File: config.mk
export PLATFORM = sky130hd
export DESIGN_NAME = sd_card_cmd_responder
export DESIGN_NICKNAME = d
export VERILOG_FILES = /design/src/rtl/sd_card_cmd_responder.sv
export SDC_FILE = /design/constraint.sdc
export NUM_CORES = 1
export LEC_CHECK = 0
export CORE_UTILIZATION = 52
export CTS_CLUSTER_SIZE = 20
export DETAILED_ROUTE_END_ITERATION = 16
export GPL_TIMING_DRIVEN = 0
export PLACE_DENSITY_LB_ADDON = 0.1
export SYNTH_ARGS = -nofsm -noshare
export SYNTH_HDL_FRONTEND = slang
export SYNTH_SLANG_ARGS = --single-unit
File: constraint.sdc
create_clock -name clk_i -period 3.6 [get_ports clk_i]
set_clock_uncertainty 0.2 [all_clocks]
set_input_delay 0.36 -clock clk_i [delete_from_list [all_inputs] [get_ports clk_i]]
set_output_delay 0.36 -clock clk_i [all_outputs]
set_load 0.03 [all_outputs]
File: src/rtl/sd_card_cmd_responder.sv
// Card-side SD CMD line responder: receives 48-bit host commands, checks framing/CRC7,
// hands them to a local handler and serialises the handler's 48-bit response back.
`timescale 1ns/1ps
module sd_card_cmd_responder #(
   parameter int NCR_CYCLES   = 2,
   parameter int RESP_TIMEOUT = 64
) (
   input  logic        clk_i,
   input  logic        rst_i,
   input  logic        sd_clk_i,
   input  logic        sd_cmd_i,
   output logic        sd_cmd_out_o,
   output logic        sd_cmd_oe_o,
   output logic        cmd_valid_o,
   input  logic        cmd_ready_i,
   output logic [5:0]  cmd_index_o,
   output logic [31:0] cmd_arg_o,
   input  logic        rsp_valid_i,
   output logic        rsp_ready_o,
   input  logic        rsp_none_i,
   input  logic [5:0]  rsp_index_i,
   input  logic [31:0] rsp_payload_i,
   output logic [7:0]  crc_err_cnt_o
);

   typedef enum logic [2:0] {
      IDLE     = 3'd0,
      RX       = 3'd1,
      CHECK    = 3'd2,
      DELIVER  = 3'd3,
      WAIT_RSP = 3'd4,
      TX_WAIT  = 3'd5,
      TX       = 3'd6
   } state_t;

   localparam logic [7:0] NCR_MIN = 8'(NCR_CYCLES);
   localparam logic [7:0] RESP_TO = 8'(RESP_TIMEOUT);

   function automatic logic [6:0] crc7(input logic [39:0] data);
      logic [6:0] crc;
      logic       fb;
      crc = 7'd0;
      for (int i = 39; i >= 0; i--) begin
         fb  = data[i] ^ crc[6];
         crc = {crc[5:0], 1'b0};
         if (fb) crc = crc ^ 7'h09;
         else    crc = crc;
      end
      return crc;
   endfunction

   // {clk, cmd} travel through one synchroniser so a sampled bit always matches its edge
   logic [1:0]  meta_q, meta_d, sync_q, sync_d;
   logic        clk_prev_q, clk_prev_d, rise_q, rise_d, fall_q, fall_d, cmd_bit_q, cmd_bit_d;
   state_t      state_q, state_d;
   logic [5:0]  bit_cnt_q, bit_cnt_d, tx_cnt_q, tx_cnt_d;
   logic [47:0] shift_q, shift_d, tx_q, tx_d;
   logic [7:0]  ncr_q, ncr_d, crc_err_q, crc_err_d;
   logic [5:0]  cmd_index_q, cmd_index_d;
   logic [31:0] cmd_arg_q, cmd_arg_d;
   logic        cmd_valid_q, cmd_valid_d, rsp_ready_q, rsp_ready_d;
   logic        out_q, out_d, oe_q, oe_d;
   logic        frame_ok_s;

   assign frame_ok_s = (shift_q[47] == 1'b0) && shift_q[46] && shift_q[0] &&
                       (shift_q[7:1] == crc7(shift_q[47:8]));

   // Front end: synchroniser stages and registered edge strobes
   always_comb begin
      meta_d     = {sd_clk_i, sd_cmd_i};
      sync_d     = meta_q;
      clk_prev_d = sync_q[1];
      rise_d     = sync_q[1] & ~clk_prev_q;
      fall_d     = ~sync_q[1] & clk_prev_q;
      cmd_bit_d  = sync_q[0];
   end

   // Protocol FSM: next state and all registered outputs
   always_comb begin
      state_d     = state_q;
      bit_cnt_d   = bit_cnt_q;
      tx_cnt_d    = tx_cnt_q;
      shift_d     = shift_q;
      tx_d        = tx_q;
      crc_err_d   = crc_err_q;
      cmd_index_d = cmd_index_q;
      cmd_arg_d   = cmd_arg_q;
      cmd_valid_d = 1'b0;
      rsp_ready_d = 1'b0;
      out_d       = out_q;
      oe_d        = oe_q;
      if (rise_q && (ncr_q != 8'hFF)) ncr_d = ncr_q + 8'd1;
      else                            ncr_d = ncr_q;

      case (state_q)
         IDLE: begin
            out_d = 1'b1;
            oe_d  = 1'b0;
            if (rise_q && !cmd_bit_q) begin
               state_d   = RX;
               bit_cnt_d = 6'd1;
               shift_d   = 48'd0;
            end else begin
               state_d = IDLE;
            end
         end
         RX: begin
            if (rise_q) begin
               shift_d = {shift_q[46:0], cmd_bit_q};
               if (bit_cnt_q == 6'd47) begin
                  state_d   = CHECK;
                  bit_cnt_d = 6'd0;
               end else begin
                  bit_cnt_d = bit_cnt_q + 6'd1;
               end
            end else begin
               state_d = RX;
            end
         end
         CHECK: begin
            ncr_d = 8'd0;
            if (frame_ok_s) begin
               state_d     = DELIVER;
               cmd_valid_d = 1'b1;
               cmd_index_d = shift_q[45:40];
               cmd_arg_d   = shift_q[39:8];
            end else begin
               state_d = IDLE;
               if (crc_err_q != 8'hFF) crc_err_d = crc_err_q + 8'd1;
               else                    crc_err_d = crc_err_q;
            end
         end
         DELIVER: begin
            if (cmd_ready_i) begin
               state_d     = WAIT_RSP;
               rsp_ready_d = 1'b1;
            end else begin
               cmd_valid_d = 1'b1;
            end
         end
         WAIT_RSP: begin
            if (rsp_valid_i) begin
               if (rsp_none_i) begin
                  state_d = IDLE;
               end else begin
                  state_d = TX_WAIT;
                  tx_d    = {2'b00, rsp_index_i, rsp_payload_i,
                             crc7({2'b00, rsp_index_i, rsp_payload_i}), 1'b1};
               end
            end else if (ncr_q == RESP_TO) begin
               state_d = IDLE;
            end else begin
               rsp_ready_d = 1'b1;
            end
         end
         TX_WAIT: begin
            if (fall_q && (ncr_q >= NCR_MIN)) begin
               state_d  = TX;
               out_d    = tx_q[47];
               oe_d     = 1'b1;
               tx_d     = {tx_q[46:0], 1'b0};
               tx_cnt_d = 6'd1;
            end else begin
               state_d = TX_WAIT;
            end
         end
         TX: begin
            if (fall_q) begin
               if (tx_cnt_q == 6'd48) begin
                  state_d = IDLE;
                  out_d   = 1'b1;
                  oe_d    = 1'b0;
               end else begin
                  out_d    = tx_q[47];
                  tx_d     = {tx_q[46:0], 1'b0};
                  tx_cnt_d = tx_cnt_q + 6'd1;
               end
            end else begin
               state_d = TX;
            end
         end
         default: begin
            state_d = IDLE;
            out_d   = 1'b1;
            oe_d    = 1'b0;
         end
      endcase
   end

   // State and output registers with synchronous reset
   always_ff @(posedge clk_i) begin
      if (rst_i) begin
         meta_q      <= 2'b01;
         sync_q      <= 2'b01;
         clk_prev_q  <= 1'b0;
         rise_q      <= 1'b0;
         fall_q      <= 1'b0;
         cmd_bit_q   <= 1'b1;
         state_q     <= IDLE;
         bit_cnt_q   <= 6'd0;
         tx_cnt_q    <= 6'd0;
         shift_q     <= 48'd0;
         tx_q        <= 48'd0;
         ncr_q       <= 8'd0;
         crc_err_q   <= 8'd0;
         cmd_index_q <= 6'd0;
         cmd_arg_q   <= 32'd0;
         cmd_valid_q <= 1'b0;
         rsp_ready_q <= 1'b0;
         out_q       <= 1'b1;
         oe_q        <= 1'b0;
      end else begin
         meta_q      <= meta_d;
         sync_q      <= sync_d;
         clk_prev_q  <= clk_prev_d;
         rise_q      <= rise_d;
         fall_q      <= fall_d;
         cmd_bit_q   <= cmd_bit_d;
         state_q     <= state_d;
         bit_cnt_q   <= bit_cnt_d;
         tx_cnt_q    <= tx_cnt_d;
         shift_q     <= shift_d;
         tx_q        <= tx_d;
         ncr_q       <= ncr_d;
         crc_err_q   <= crc_err_d;
         cmd_index_q <= cmd_index_d;
         cmd_arg_q   <= cmd_arg_d;
         cmd_valid_q <= cmd_valid_d;
         rsp_ready_q <= rsp_ready_d;
         out_q       <= out_d;
         oe_q        <= oe_d;
      end
   end

   assign sd_cmd_out_o  = out_q;
   assign sd_cmd_oe_o   = oe_q;
   assign cmd_valid_o   = cmd_valid_q;
   assign cmd_index_o   = cmd_index_q;
   assign cmd_arg_o     = cmd_arg_q;
   assign rsp_ready_o   = rsp_ready_q;
   assign crc_err_cnt_o = crc_err_q;

endmodule

==> results of run 1 <==
## repair_timing
| action | CTS | global route |
|---|---|---|
| endpoints found under the hold margin | 0 | 0 |
| setup endpoints to repair | 49 | 49 |
| pin swaps | 19 | 5 |
| gates resized for setup | 33 | 29 |
| gates cloned | 1 | 0 |
| buffers inserted | 16 | 6 |
## worst paths after layout
kind / to / slack (ps) / cells after the start
setup / recovery: crc_err_cnt_o[0] / -150 / 14
hold / removal: sync_q[0] / 220 / 1
setup reg to reg: crc_err_cnt_o[0] / -150 / 14
hold reg to reg: sync_q[0] / 220 / 1
## layout make-up
| class | instances | area share (%) |
|---|---|---|
| multi-input cells | 760 | 48.1 |
| flip-flops and latches | 177 | 31.2 |
| repair buffers | 114 | 10.0 |
| clock buffers | 18 | 3.76 |
| plain buffers | 63 | 2.57 |
| well taps | 220 | 2.41 |
| clock inverters | 14 | 1.59 |
| inverters | 8 | 0.263 |
## power by group
group	internal (µW)	switching, µW	leakage, µW
sequential	1960	2.57	0.00143
combinational	383	354	0.00258
clock	1100	812	0.000284
## metal layers
metal	vias to the layer above	track usage [%]
met5	-	0
met4	0	6.68
met3	20	4.80
met2	191	38.0
met1	3577	34.2
li1	3710	-
## kinds of logic (layout without fill, tap and decap cells)
| family | after synthesis | after routing | share of synthesized area (%) |
|---|---|---|---|
| AO/OA/AOI/OAI | 141 | 141 | 11.4 |
| XOR/XNOR | 149 | 149 | 18.3 |
| adder cells (fa/ha/maj) | 7 | 7 | 0.964 |
| buffers and inverters | 71 | 217 | 3.28 |
| flip-flops | 177 | 177 | 39.0 |
| multiplexers | 47 | 47 | 5.26 |
| AND/OR/NAND/NOR | 416 | 416 | 21.8 |
## state kept, by name (all words and copies together), names as in the netlist, 3 cells and up
| register | count |
|---|---|
| bit_cnt_q | 6 |
| shift_q | 48 |
| tx_q | 48 |
| cmd_arg_o | 32 |
| crc_err_cnt_o | 8 |
| state_q | 3 |
| tx_cnt_q | 6 |
| cmd_index_o | 6 |
| ncr_q | 8 |
## per-stage QoR
| stage | hold WS (ps) | area (µm²) | cells | setup slack, ps |
|---|---|---|---|---|
| final | 217 | 11400 | 1374 | -146 |
| after CTS | 224 | 11200 | 1370 | -80.0 |
| after detailed placement | 203 | 10300 | 1321 | -453 |
| after floorplan | 183 | 9080 | 1008 | 16.6 |
| after global placement | 188 | 10300 | 1321 | -451 |
| after global routing | 230 | 11400 | 1374 | -238 |
## cells in the mapped netlist, types with 9 or more instances
master	n
a21oi_1	24
a22oi_1	48
a311oi_1	38
clkbuf_1	52
dfxtp_1	177
mux2i_1	41
nand2_1	110
nand2b_1	83
nand3_1	21
nand4_1	14
nor2_1	136
nor2b_1	16
nor3_1	9
o21ai_0	11
xnor2_1	85
xnor3_1	17
xor2_1	38
## worst max-delay path: stages, from the launching register on
cell,delay (ps)
dfxtp_4,380
xnor3_2,470
xor3_2,290
xnor2_2,220
xnor3_2,310
buf_6,140
buf_4,130
xnor2_2,240
nor3_1,80
and4bb_1,320
a21oi_4,80
buf_12,140
buf_4,140
nor2b_2,150
mux2_2,340
==> impl_results.rst, run 1 <==
.. list-table::
   :header-rows: 1

   * - Metric
     - Value
   * - Total number of nets in the final design
     - roughly 1,200
   * - Cell types with the largest area share after synthesis
     - dfxtp_1, xnor2_1, nand2b_1
   * - PnR worst setup slack
     - -146 ps
   * - Source of the worst register-to-register timing path
     - shift_q[43]
   * - Slew at the pin closest to its max-slew limit
     - about 970 ps
   * - Final setup violation count
     - 48
   * - Fill cell total of the finished layout
     - 1,383
   * - Post-Syn Nets
     - 1,060
   * - Synthesized area divided by synthesized cell count
     - approximately 9 µm²
   * - Top-area cell type share of the netlist area
     - approximately two fifths
   * - Via-to-Cell Ratio
     - 5.46
   * - Die width
     - 134 µm
   * - Drc violations
     - 0
   * - Outcome
     - complete, but fails checks
   * - Total number of vias
     - roughly 7,500
   * - Final period demand of the worst path
     - 3750 ps
   * - Launch point of the worst hold path
     - meta_q[0]
   * - Highest routing layer actually used
     - met4
   * - Violated checks
     - negative setup slack
   * - ANT nets after route
     - 0
   * - Leading area contributor after synthesis
     - dfxtp_1
   * - Post-synthesis sequential element count
     - 177
   * - Worst max-slew margin expressed relative to the limit
     - between 30% and 40%
   * - Clock tree from TritonCTS
     - yes
   * - Commonest non-fill, non-tap cell in the layout
     - dfxtp_1
   * - Overflow after GRT
     - 0
   * - Wire length on met1
     - ~10,000 µm
   * - Post-synthesis cell type count
     - 50
   * - DR WL met3
     - 1080 µm
   * - Total wire length
     - 21,300 µm
   * - Count of maximum capacitance violations
     - 0
   * - Final core occ
     - 67.8%
   * - Clock Tree Root
     - clkbuf_16
   * - Commonest cells after routing, fill and taps aside
     - dfxtp_1, nor2_1, nand2_1
   * - Class of the tightest hold or removal check
     - flip-flop to flip-flop
   * - Global Route Usage Sum
     - roughly a quarter
   * - Port Buf Inserts
     - 93
   * - Number of enable flip-flop cells after synthesis
     - 0
   * - Routability cong.
     - 0.828
   * - Critical path data arrival time
     - 3870 ps
   * - Initial Util
     - between 50 and 60%
   * - Clk slew on worst S/H paths
     - 70 ps
   * - ANT cells
     - 0
   * - Commonest register cell after synthesis
     - dfxtp_1
   * - Total core area
     - 16,800 µm²
   * - Number of instances in the synthesized netlist
     - 1,008
   * - Final slew viol count
     - 0
   * - Insertion delay of the later-clocked pin in the worst-skew pair
     - 430 ps
   * - Area growth, synth to finish
     - 25.6%
   * - Detailed-route wire length per cell
     - 15.5 µm
   * - Final Power
     - 4610 µW
   * - Cell area power density
     - 405 nW/µm²
   * - Setup total negative slack
     - -4900 ps
   * - Number of hold-repair buffers added at the cts stage
     - 0
   * - Netlist Area Pre-Place
     - ~9100 µm²
   * - Highest ir drop seen on vdd
     - 0.365 mV
   * - RSZ-0062 raised after global routing
     - yes
   * - Total count of hold-check failures in the final report
     - 0
   * - WP data required
     - 3720 ps
   * - Critical Path Sink Type
     - flip-flop
   * - H-Tree Level Count
     - 4
   * - Height of the chip
     - about 130 µm
   * - Startpoint-to-endpoint class of the critical path
     - flip-flop to flip-flop
   * - Maximum frequency from static timing analysis
     - 267 MHz
   * - Number of antenna violations at the first check in global routing
     - 0
   * - Area of the multi-input gates
     - 5490 µm²
   * - Global-route wire length before repair
     - ~35,000 µm
   * - Flip-flop and latch area
     - 3560 µm²
   * - Share of final-layout standard cells stronger than drive strength 1
     - under 10%
   * - Via count of the first global-routing pass
     - 7,042
   * - Wire length on met2
     - 9920 µm
   * - Sequential fraction of the synthesis area
     - 39.0%
   * - Critical path launch point type
     - flip-flop
   * - Crit Path Max Fanout
     - 6
   * - Clock Tree Buf Depth
     - 2
   * - CTS Buf Count
     - 17
   * - Leakage power total
     - 0.00429 µW
   * - Clock sink total
     - 177
   * - Estimated wirelength of the detail-placed design
     - 14,700 µm
   * - Pin count of the biggest net entering global routing
     - 17
   * - Initial DRT Pass Iterations
     - 5
   * - Number of ports placed on the die boundary
     - 95
   * - Final period utilization
     - 104%
   * - Starting DRC count in detailed routing
     - 502
   * - Row cnt
     - 47
   * - Count of warnings emitted by yosys
     - 0
   * - FFs w/ async S/R, synth
     - 0%
   * - Full die area
     - 18,000 µm²
   * - Setup crit start
     - shift_q[43]
No activity file was read; power rests on OpenSTA's default activity.
==> run 2, diff against run 1 <==
ABC_AREA = 1   (was default)
==> impl_results.rst, run 2 <==
.. list-table::
   :header-rows: 1

   * - Metric
     - Value
   * - Outcome
     - complete, but fails checks
   * - Violated checks
     - negative setup slack
   * - Cell mode on critical path
     - nand2_2
   * - Row cnt
     - 48 (+2.1%)
   * - Class of the tightest hold or removal check
     - flip-flop to flip-flop
   * - Critical path data arrival time
     - 3930 ps (+60 ps)
   * - PnR worst setup slack
     - -167 ps (-21.6 ps)
   * - Cell area power density
     - 447 nW/µm² (+11%)
   * - Final period demand of the worst path
     - 3770 ps (+21.6 ps)
   * - Via-to-Cell Ratio
     - 5.36 (-1.7%)
   * - Cell type of the slowest stage on the worst timing path
     - dfxtp_4
   * - Cell types with the largest area share after synthesis
     - dfxtp_1, nand2_1, nand3_1
   * - Share of final-layout standard cells stronger than drive strength 1
     - 19.7% (+9.9 points)
   * - Critical path launch point type
     - flip-flop
   * - Total number of vias
     - 9,392 (+25%)
   * - Total wire length
     - 25,400 µm (+19%)
   * - Number of antenna violations at the first check in global routing
     - 0 (unchanged)
   * - Post-Syn Nets
     - 1,438 (+36%)
   * - Slew at the pin closest to its max-slew limit
     - 1040 ps (+72.3 ps)
   * - Port Buf Inserts
     - 93 (unchanged)
   * - Critical Path Sink Type
     - flip-flop
   * - Worst max-slew margin expressed relative to the limit
     - 30.5% (-4.7 points)
   * - ANT nets after route
     - 0 (unchanged)
   * - Pin count of the biggest net entering global routing
     - 17 (unchanged)
   * - Count of warnings emitted by yosys
     - 0 (unchanged)
   * - Clock Tree Buf Depth
     - 2 (unchanged)
   * - Placement Cell Area
     - 10,500 µm² (+2.2%)
   * - Via count of the first global-routing pass
     - 8,336 (+18%)
   * - CTS Buf Count
     - 17 (unchanged)
   * - Clock tree from TritonCTS
     - yes
   * - Leakage power total
     - 0.00507 µW (+18%)
   * - H-Tree Level Count
     - 4 (unchanged)
   * - Final slew viol count
     - 0 (unchanged)
   * - Post-synthesis sequential element count
     - 177 (unchanged)
   * - Leading area contributor after synthesis
     - dfxtp_1
   * - Commonest register cell after synthesis
     - dfxtp_1
   * - Total core area
     - 17,400 µm² (+3.6%)
   * - Number of ports placed on the die boundary
     - 95 (unchanged)
   * - Count of maximum capacitance violations
     - 0 (unchanged)
   * - Maximum frequency from static timing analysis
     - 265 MHz (-0.57%)
   * - Final core occ
     - 70.8% (+3.0 points)
   * - Area growth, synth to finish
     - 32.4%
   * - Detailed-route wire length per cell
     - 14.5 µm (-6.3%)
   * - Global Route Usage Sum
     - 25.8% (+1.4 points)
   * - Setup WS pre-CTS
     - -431 ps (+21.5 ps)
   * - Drc violations
     - 0 (unchanged)
   * - Total number of nets in the final design
     - 1,566 (+31%)
   * - Routability cong.
     - 0.857 (+3.4%)
   * - Post-synthesis cell type count
     - 45 (-10%)
   * - Die width
     - 136 µm (+1.2%)
   * - Post-route non-filler standard cell count
     - 1,751 (+27%)
   * - Highest ir drop seen on vdd
     - 0.435 mV (+19%)
   * - Initial Util
     - 53.5% (-0.55 points)
   * - Top cell types by occurrence after synthesis
     - nand2_1, dfxtp_1, nor2_1
   * - Crit Path Max Fanout
     - 7 (+1)
   * - Clk slew on worst S/H paths
     - 70 ps (about the same)
   * - Number of enable flip-flop cells after synthesis
     - 0 (unchanged)
   * - Estimated wirelength of the detail-placed design
     - 16,800 µm (+15%)
   * - Insertion delay of the later-clocked pin in the worst-skew pair
     - 440 ps (about the same)
   * - Full die area
     - 18,400 µm² (+2.5%)
   * - RSZ-0062 raised after global routing
     - yes
   * - Synthesized area divided by synthesized cell count
     - 6.72 µm² (-25%)
   * - Commonest non-fill, non-tap cell in the layout
     - nand2_1
   * - Starting DRC count in detailed routing
     - 646 (+29%)
   * - FFs w/ async S/R, synth
     - 0% (unchanged)
   * - Startpoint-to-endpoint class of the critical path
     - flip-flop to flip-flop
   * - Netlist Area Pre-Place
     - 9310 µm² (+2.5%)
   * - Global-route wire length before repair
     - 38,300 µm (+9.5%)
   * - Sequential fraction of the synthesis area
     - 38.1% (-0.95 points)
   * - Number of instances in the synthesized netlist
     - 1,386 (+38%)
   * - ANT cells
     - 0 (unchanged)
   * - Clock Tree Root
     - clkbuf_16
   * - Slack of the worst reg-to-reg path
     - -170 ps (-20 ps)
   * - Max stage delay on crit path
     - 420 ps (-50 ps)
   * - Final period utilization
     - 105% (+0.60 points)
   * - Inst Count DP
     - 1,704 (+29%)
   * - Top-area cell type share of the netlist area
     - 38.1% (-0.95 points)
   * - Finished Cell Area
     - 12,300 µm² (+8.1%)
   * - Total count of hold-check failures in the final report
     - 0 (unchanged)
   * - Height of the chip
     - 136 µm (+1.2%)
   * - Commonest cells after routing, fill and taps aside
     - nand2_1, dfxtp_1, nor2_1
   * - Leading cell type by number of instances after synthesis
     - nand2_1
   * - Final setup violation count
     - 42 (-13%)
   * - Overflow after GRT
     - 0 (unchanged)
   * - Clock sink total
     - 177 (unchanged)
   * - WP data required
     - 3760 ps (+40 ps)
   * - Initial DRT Pass Iterations
     - 6 (+1)
   * - Worst hold slack
     - 205 ps (-11.7 ps)
## run 2: layout make-up
class	count	area [µm²]
sequential	177	3570
clock inverter	11	155
fill	1388	5090
clock buffer	20	457
buffer	55	294
inverter	124	493
multi-input combinational	1030	5970
timing repair buffer	109	1100
tap	225	282
## run 2: worst paths after layout
kind                  end        start  cells past startpoint
max reg2reg  cmd_arg_o[3]  shift_q[43]                     32
min             sync_q[1]    meta_q[1]                      2
min reg2reg     sync_q[1]    meta_q[1]                      2
max          cmd_arg_o[3]  shift_q[43]                     32
## run 2: what timing repair did
item,4_1_cts,5_1_grt
hold buffers,0,0
gates cloned,0,2
setup endpoints to repair,41,56
setup buffers,5,10
pin swaps,2,90
gates resized for setup,21,257
## run 2: kinds of logic (layout without fill, tap and decap cells)
family / Yosys count / after routing / synth area share (%)
simple gates: 732 / 732 / 33.4
fa+ha+maj: 7 / 7 / 0.941
buf+inv: 179 / 319 / 7.70
flops: 177 / 177 / 38.1
compound gates: 221 / 221 / 13.0
xor+xnor: 70 / 70 / 6.91
## run 2: routing by layer
layer | part of all wire (%) | global-route usage, % | vias up
li1 | - | - | 4709
met1 | 42 | 31.1 | 4367
met2 | 51 | 45.7 | 257
met3 | 3.8 | 4.86 | 59
met4 | 2.7 | 8.30 | 0
met5 | 0 | 0 | -
## run 2: through the flow
stage / TNS [ps] / total power [µW]
after floorplan: 0 / 3230
after global placement: -7170 / 3490
after detailed placement: -9000 / 3510
after CTS: -1.01 / 5440
after global routing: -16710 / 5820
final: -5170 / 5520
## run 2: critical path, delay by kind of cell, from the launching register on
kind / cells / cell delay [ps]
simple gates: 25 / 2460
buf+inv: 6 / 510
flops: 1 / 420
compound gates: 1 / 70
## run 2: power by group
group / internal [µW] / total [µW] / switching [µW]
logic: 650 / 1610 / 961
registers: 1960 / 1960 / 1.86
clock network: 1130 / 1950 / 812
==> run 3, diff against run 2 <==
CORE_ASPECT_RATIO = 0.6   (was default)
==> impl_results.rst, run 3 (same netlist as run 2, synthesis figures left out) <==
.. list-table::
   :header-rows: 1

   * - Metric
     - Value
   * - Outcome
     - complete, but fails checks
   * - Violated checks
     - negative setup slack
   * - ANT nets after route
     - 0 (unchanged)
   * - Commonest cells after routing, fill and taps aside
     - nand2_1, dfxtp_1, nor2_1
   * - Endpoint, Worst Hold
     - tx_q[44]
   * - Port Buf Inserts
     - 93 (unchanged)
   * - Global Route Usage Sum
     - 28.6% (+2.9 points)
   * - Via-to-Cell Ratio
     - 5.62 (+4.7%)
   * - Full die area
     - 18,500 µm² (about the same)
   * - Slew at the pin closest to its max-slew limit
     - 1280 ps (+235 ps)
   * - Number of hold-repair buffers added at the cts stage
     - 0 (unchanged)
   * - Total wire length
     - 29,600 µm (+17%)
   * - Launch point of the worst hold path
     - rsp_index_i[4]
   * - Number of stages on the worst hold path
     - 3 (+1)
   * - Highest ir drop seen on vdd
     - 0.432 mV (-0.89%)
   * - Share of final-layout standard cells stronger than drive strength 1
     - 24.1% (+4.3 points)
   * - Fill cell total of the finished layout
     - 1,265 (-8.9%)
   * - Worst max-slew margin expressed relative to the limit
     - 14.8% (-16 points)
   * - ANT cells
     - 0 (unchanged)
   * - Total core area
     - 17,300 µm² (-0.59%)
   * - Critical path data arrival time
     - 4020 ps (+90 ps)
   * - Slack of the worst reg-to-reg path
     - -290 ps (-130 ps)
   * - Cell area power density
     - 435 nW/µm² (-2.8%)
   * - Number of cells on the worst reg-to-reg path
     - 29 (-9.4%)
   * - Clock tree from TritonCTS
     - yes
   * - Placement Cell Area
     - 10,500 µm² (+0.11%)
   * - Initial DRT Pass Iterations
     - 5 (-1)
   * - Setup total negative slack
     - -10,800 ps (-5630 ps)
   * - Final Power
     - 5630 µW (+2.0%)
   * - Detailed-route wire length per cell
     - 16.6 µm (+15%)
   * - Estimated wirelength of the detail-placed design
     - 18,400 µm (+9.3%)
   * - Total number of nets in the final design
     - 1,587 (+1.3%)
   * - Leakage power total
     - 0.00524 µW (+3.3%)
   * - Source of the worst register-to-register timing path
     - shift_q[46]
   * - Pin count of the biggest net entering global routing
     - 17 (unchanged)
   * - Commonest non-fill, non-tap cell in the layout
     - nand2_1
   * - Overflow after GRT
     - 0 (unchanged)
   * - Initial Util
     - 53.8% (+0.32 points)
   * - RSZ-0062 raised after global routing
     - yes
   * - Critical path launch point type
     - flip-flop
   * - Total number of vias
     - 9,995 (+6.4%)
   * - Routability cong.
     - 0.875 (+2.2%)
   * - Finished Cell Area
     - 12,900 µm² (+5.0%)
   * - Critical Path Sink Type
     - flip-flop
   * - Clock Tree Root
     - clkbuf_16
   * - Clock sink total
     - 177 (unchanged)
   * - Final core occ
     - 74.7% (+4.0 points)
   * - CTS Buf Count
     - 17 (unchanged)
   * - Cell depth of the worst setup path
     - 29 (-9.4%)
   * - Cell type of the slowest stage on the worst timing path
     - dfxtp_4
   * - Final setup violation count
     - 49 (+17%)
   * - Crit Path Max Fanout
     - 5 (-2)
   * - Worst hold slack
     - 126 ps (-79.0 ps)
   * - CP delay by family, top
     - simple AND/OR/NAND/NOR gates
   * - Global-route wire length before repair
     - 42,500 µm (+11%)
   * - Area growth, synth to finish
     - 39.0%
   * - Startpoint-to-endpoint class of the critical path
     - flip-flop to flip-flop
   * - Worst R2R End
     - cmd_arg_o[29]
   * - Starting DRC count in detailed routing
     - 1,062 (+64%)
   * - Count of maximum capacitance violations
     - 0 (unchanged)
   * - Total count of hold-check failures in the final report
     - 0 (unchanged)
   * - Insertion delay of the later-clocked pin in the worst-skew pair
     - 440 ps (about the same)
   * - Final slew viol count
     - 0 (unchanged)
   * - Height of the chip
     - 106 µm (-22%)
   * - Buf+Inv Stages, Crit Path
     - 5 (-1)
   * - WP data required
     - 3720 ps (-40 ps)
   * - Clk slew on worst S/H paths
     - 70 ps (about the same)
   * - Final period demand of the worst path
     - 3890 ps (+128 ps)
   * - Maximum frequency from static timing analysis
     - 257 MHz (-3.3%)
   * - Final period utilization
     - 108% (+3.5 points)
   * - Row cnt
     - 37 (-23%)
   * - H-Tree Level Count
     - 4 (unchanged)
   * - Clock Tree Buf Depth
     - 2 (unchanged)
   * - Class of the tightest hold or removal check
     - input pin to flip-flop
   * - Cell mode on critical path
     - nand2_2
   * - Number of antenna violations at the first check in global routing
     - 0 (unchanged)
   * - Die width
     - 175 µm (+29%)
   * - Via count of the first global-routing pass
     - 8,520 (+2.2%)
   * - PnR worst setup slack
     - -295 ps (-128 ps)
   * - Number of ports placed on the die boundary
     - 95 (unchanged)
   * - Drc violations
     - 0 (unchanged)
   * - Max stage delay on crit path
     - 370 ps (-50 ps)
==> run 3: cell count changes in the layout (fill, tap and decap cells not counted), moves of 6 or more <==
cell / before / now
nor2_4: 4 / 23
nand2_2: 91 / 84
buf_4: 15 / 22
a21oi_1: 76 / 69
nand2_4: 34 / 49
nand2_1: 327 / 321
nand3_4: 7 / 17
nand3_2: 34 / 27
nor2_1: 124 / 99
nor2_2: 0 / 6
a21oi_2: 1 / 8
xnor2_1: 21 / 14
buf_6: 1 / 12
xnor2_2: 5 / 11
==> run 3: worst max-delay path by stage <==
stage                        start       endpoint  slack [ps]
floorplan              shift_q[45]  cmd_arg_o[22]         490
global placement    rsp_index_i[2]        tx_q[6]        -550
detailed placement  rsp_index_i[2]        tx_q[6]        -550
CTS                    shift_q[44]  cmd_arg_o[11]         -20
global route           shift_q[46]     state_q[0]        -490
finish                 shift_q[46]  cmd_arg_o[29]        -290
==> run 3: stage by stage <==
step                setup slack, ps  instances
floorplan                       491       1386
CTS                           -19.9       1757
detailed placement             -548       1713
finish                         -295       1780
global placement               -554       1713
global route                   -486       1780
==> run 3: repair_timing <==
action                     CTS  global route
cloned                       1             6
pin swaps                   54           112
resized for setup          108           280
setup endpoints to repair   51            56
setup buffers               14            18
==> run 3: worst register-to-register path: cells and delay by family (launching register included) <==
family        cells  cell delay, ps
buf+inv           5             750
flops             1             370
simple gates     24            2430
==> run 3: area by class of cell <==
cell class / count / area (µm²) / share of cell area (%)
inverter: 124 / 485 / 3.75
clock buffer: 22 / 464 / 3.59
timing repair buffer: 131 / 1360 / 10.5
buffer: 53 / 284 / 2.20
clock inverter: 8 / 83.8 / 0.648
sequential: 177 / 3580 / 27.7
tap: 234 / 293 / 2.26
multi-input combinational: 1031 / 6390 / 49.4
==> run 3: report_power, final <==
group	switching [µW]	total, µW	internal (µW)
Sequential	2.22	1960	1950
Combinational	1100	1870	775
Clock	812	1800	985
==> run 3: layer usage <==
metal / GRT usage, % / routed length [µm] / vias up / part of all wire (%)
met4: 6.96 / 586 / 0 / 2.0
met3: 4.51 / 2450 / 62 / 8.3
met2: 38.3 / 12200 / 442 / 41
li1: - / - / 4777 / -
met5: 0 / 0 / - / 0
met1: 46.3 / 14400 / 4714 / 49
==> RTL change (config.mk and constraints of run 3) <==
Reset style: asynchronous (`rst_i`), changed in one clocked block. Comments in the files are not updated.
--- a/src/rtl/sd_card_cmd_responder.sv
+++ b/src/rtl/sd_card_cmd_responder.sv
@@ -188,7 +188,7 @@
    end
 
    // State and output registers with synchronous reset
-   always_ff @(posedge clk_i) begin
+   always_ff @(posedge clk_i or posedge rst_i) begin
       if (rst_i) begin
          meta_q      <= 2'b01;
          sync_q      <= 2'b01;
Check against the original RTL: same outputs for any inputs over 4 cycles, from zero or initial values and one cycle with rst_i high; that may be too few to reach the edited logic, so the function may still have changed.
==> RTL change against run 3 <==
The run still ends with negative setup slack left; routed wire length down 3.3%; global-route usage about the same; setup slack better by 0.073 ns; utilization up 1.6 points; design area up 2.7%; sequential cell count unchanged; area after synthesis up 0.94%; total power up 35%; critical path type unchanged; critical endpoint is now cmd_arg_o[10]; largest power group is now combinational cells; highest routed layer unchanged.
==> RTL change: results (changes against run 3) <==
stage,metric,value,unit,change
grt,grt_pass1_wl,41.2,mm,-3.1%
sta,setup_ws,-0.222,ns,+0.0730 ns
layout,buf_share,12.1,%,-0.57 points
logic_synthesis,synthXorXnorAreaFrac,7.14,%,+0.23 points
run_status,violations,negative setup slack,,
layout,nMultiInputCombCells,822,,-20%
grt,grt_max_degree,43,,+26
sta,setup_viol,41,,-16%
grt,use_met3,7.76,%,+3.3 points
layout,layout.nets,1392,,-12%
power_and_ir_drop,p_clk,2020,µW,+12%
route,wl_per_cell,18.1,µm,+8.5%
setup_path,r2r_cells,28,,-3.4%
place,placed_area,10700,µm²,+1.7%
logic_synthesis,synth_cell_types,43,,-4.4%
place,place_ws,-0.422,ns,+0.126 ns
sta,worst_pin_slew,0.981,ns,-0.296 ns
layout,seq_share,33.4,%,+5.7 points
logic_synthesis,synth_area_leaders,"dfrtp_1 (46%), nand2_1 (13%), inv_1 (5.7%)",,
logic_synthesis,synth_fp_nets,1241,,-14%
logic_synthesis,synthAdderAreaFrac,0.932,%,-0.0088 points
grt,grt_use_met1,46.7,%,+0.47 points
layout,inverters,157,,+27%
place,gp_congestion,0.897,,+2.4%
layout,clock_buffers,17,,-23%
route,drt_iter0_markers,930,,-12%
setup_path,crit_end,cmd_arg_o[10],,
layout,drive_gt1_share,31.4,%,+7.3 points
cts,post_cts_resized,96,,-11%
min_path,hp-start,sd_cmd_i,,
power_and_ir_drop,switching_power,2860,µW,+49%
layout,buffers,165,,-10%
grt,grt_pass1_vias,7955,,-6.6%
place,port_buffers,94,,+1.1%
floorplanning,core,17400,µm²,+0.53%
power_and_ir_drop,p_leak,0.00611,µW,+17%
run_status,status,finished with violations,,
[RTL change: logic make-up (layout without fill, tap and decap cells)]
| group | count (synthesis) | after routing |
|---|---|---|
| and+or+nand+nor | 545 | 545 |
| AOI/OAI and AO/OA | 196 | 196 |
| buffers and inverters | 190 | 354 |
| DFF | 177 | 177 |
| xor gates and xnor gates | 74 | 74 |
| adders and majority gates | 7 | 7 |
[RTL change: metal layers]
layer  vias to the layer above  part of all wire (%)
met5                         -                     0
met4                         0                   1.6
met3                        39                   8.7
met2                       399                    42
met1                      4370                    48
li1                       4163                     -
[RTL change: through the flow]
step / hold WS (ns) / cells / TNS, ns / power, µW
6_report: 0.132 / 1587 / -7.12 / 7600
5_1_grt: 0.124 / 1587 / -16.27 / 8030
4_1_cts: 0.128 / 1571 / -1.17 / 7380
3_5_place_dp: 0.141 / 1521 / -24.94 / 5340
3_3_place_gp: 0.134 / 1517 / -140.47 / 5260
2_1_floorplan: 0.131 / 1189 / 0 / 4700
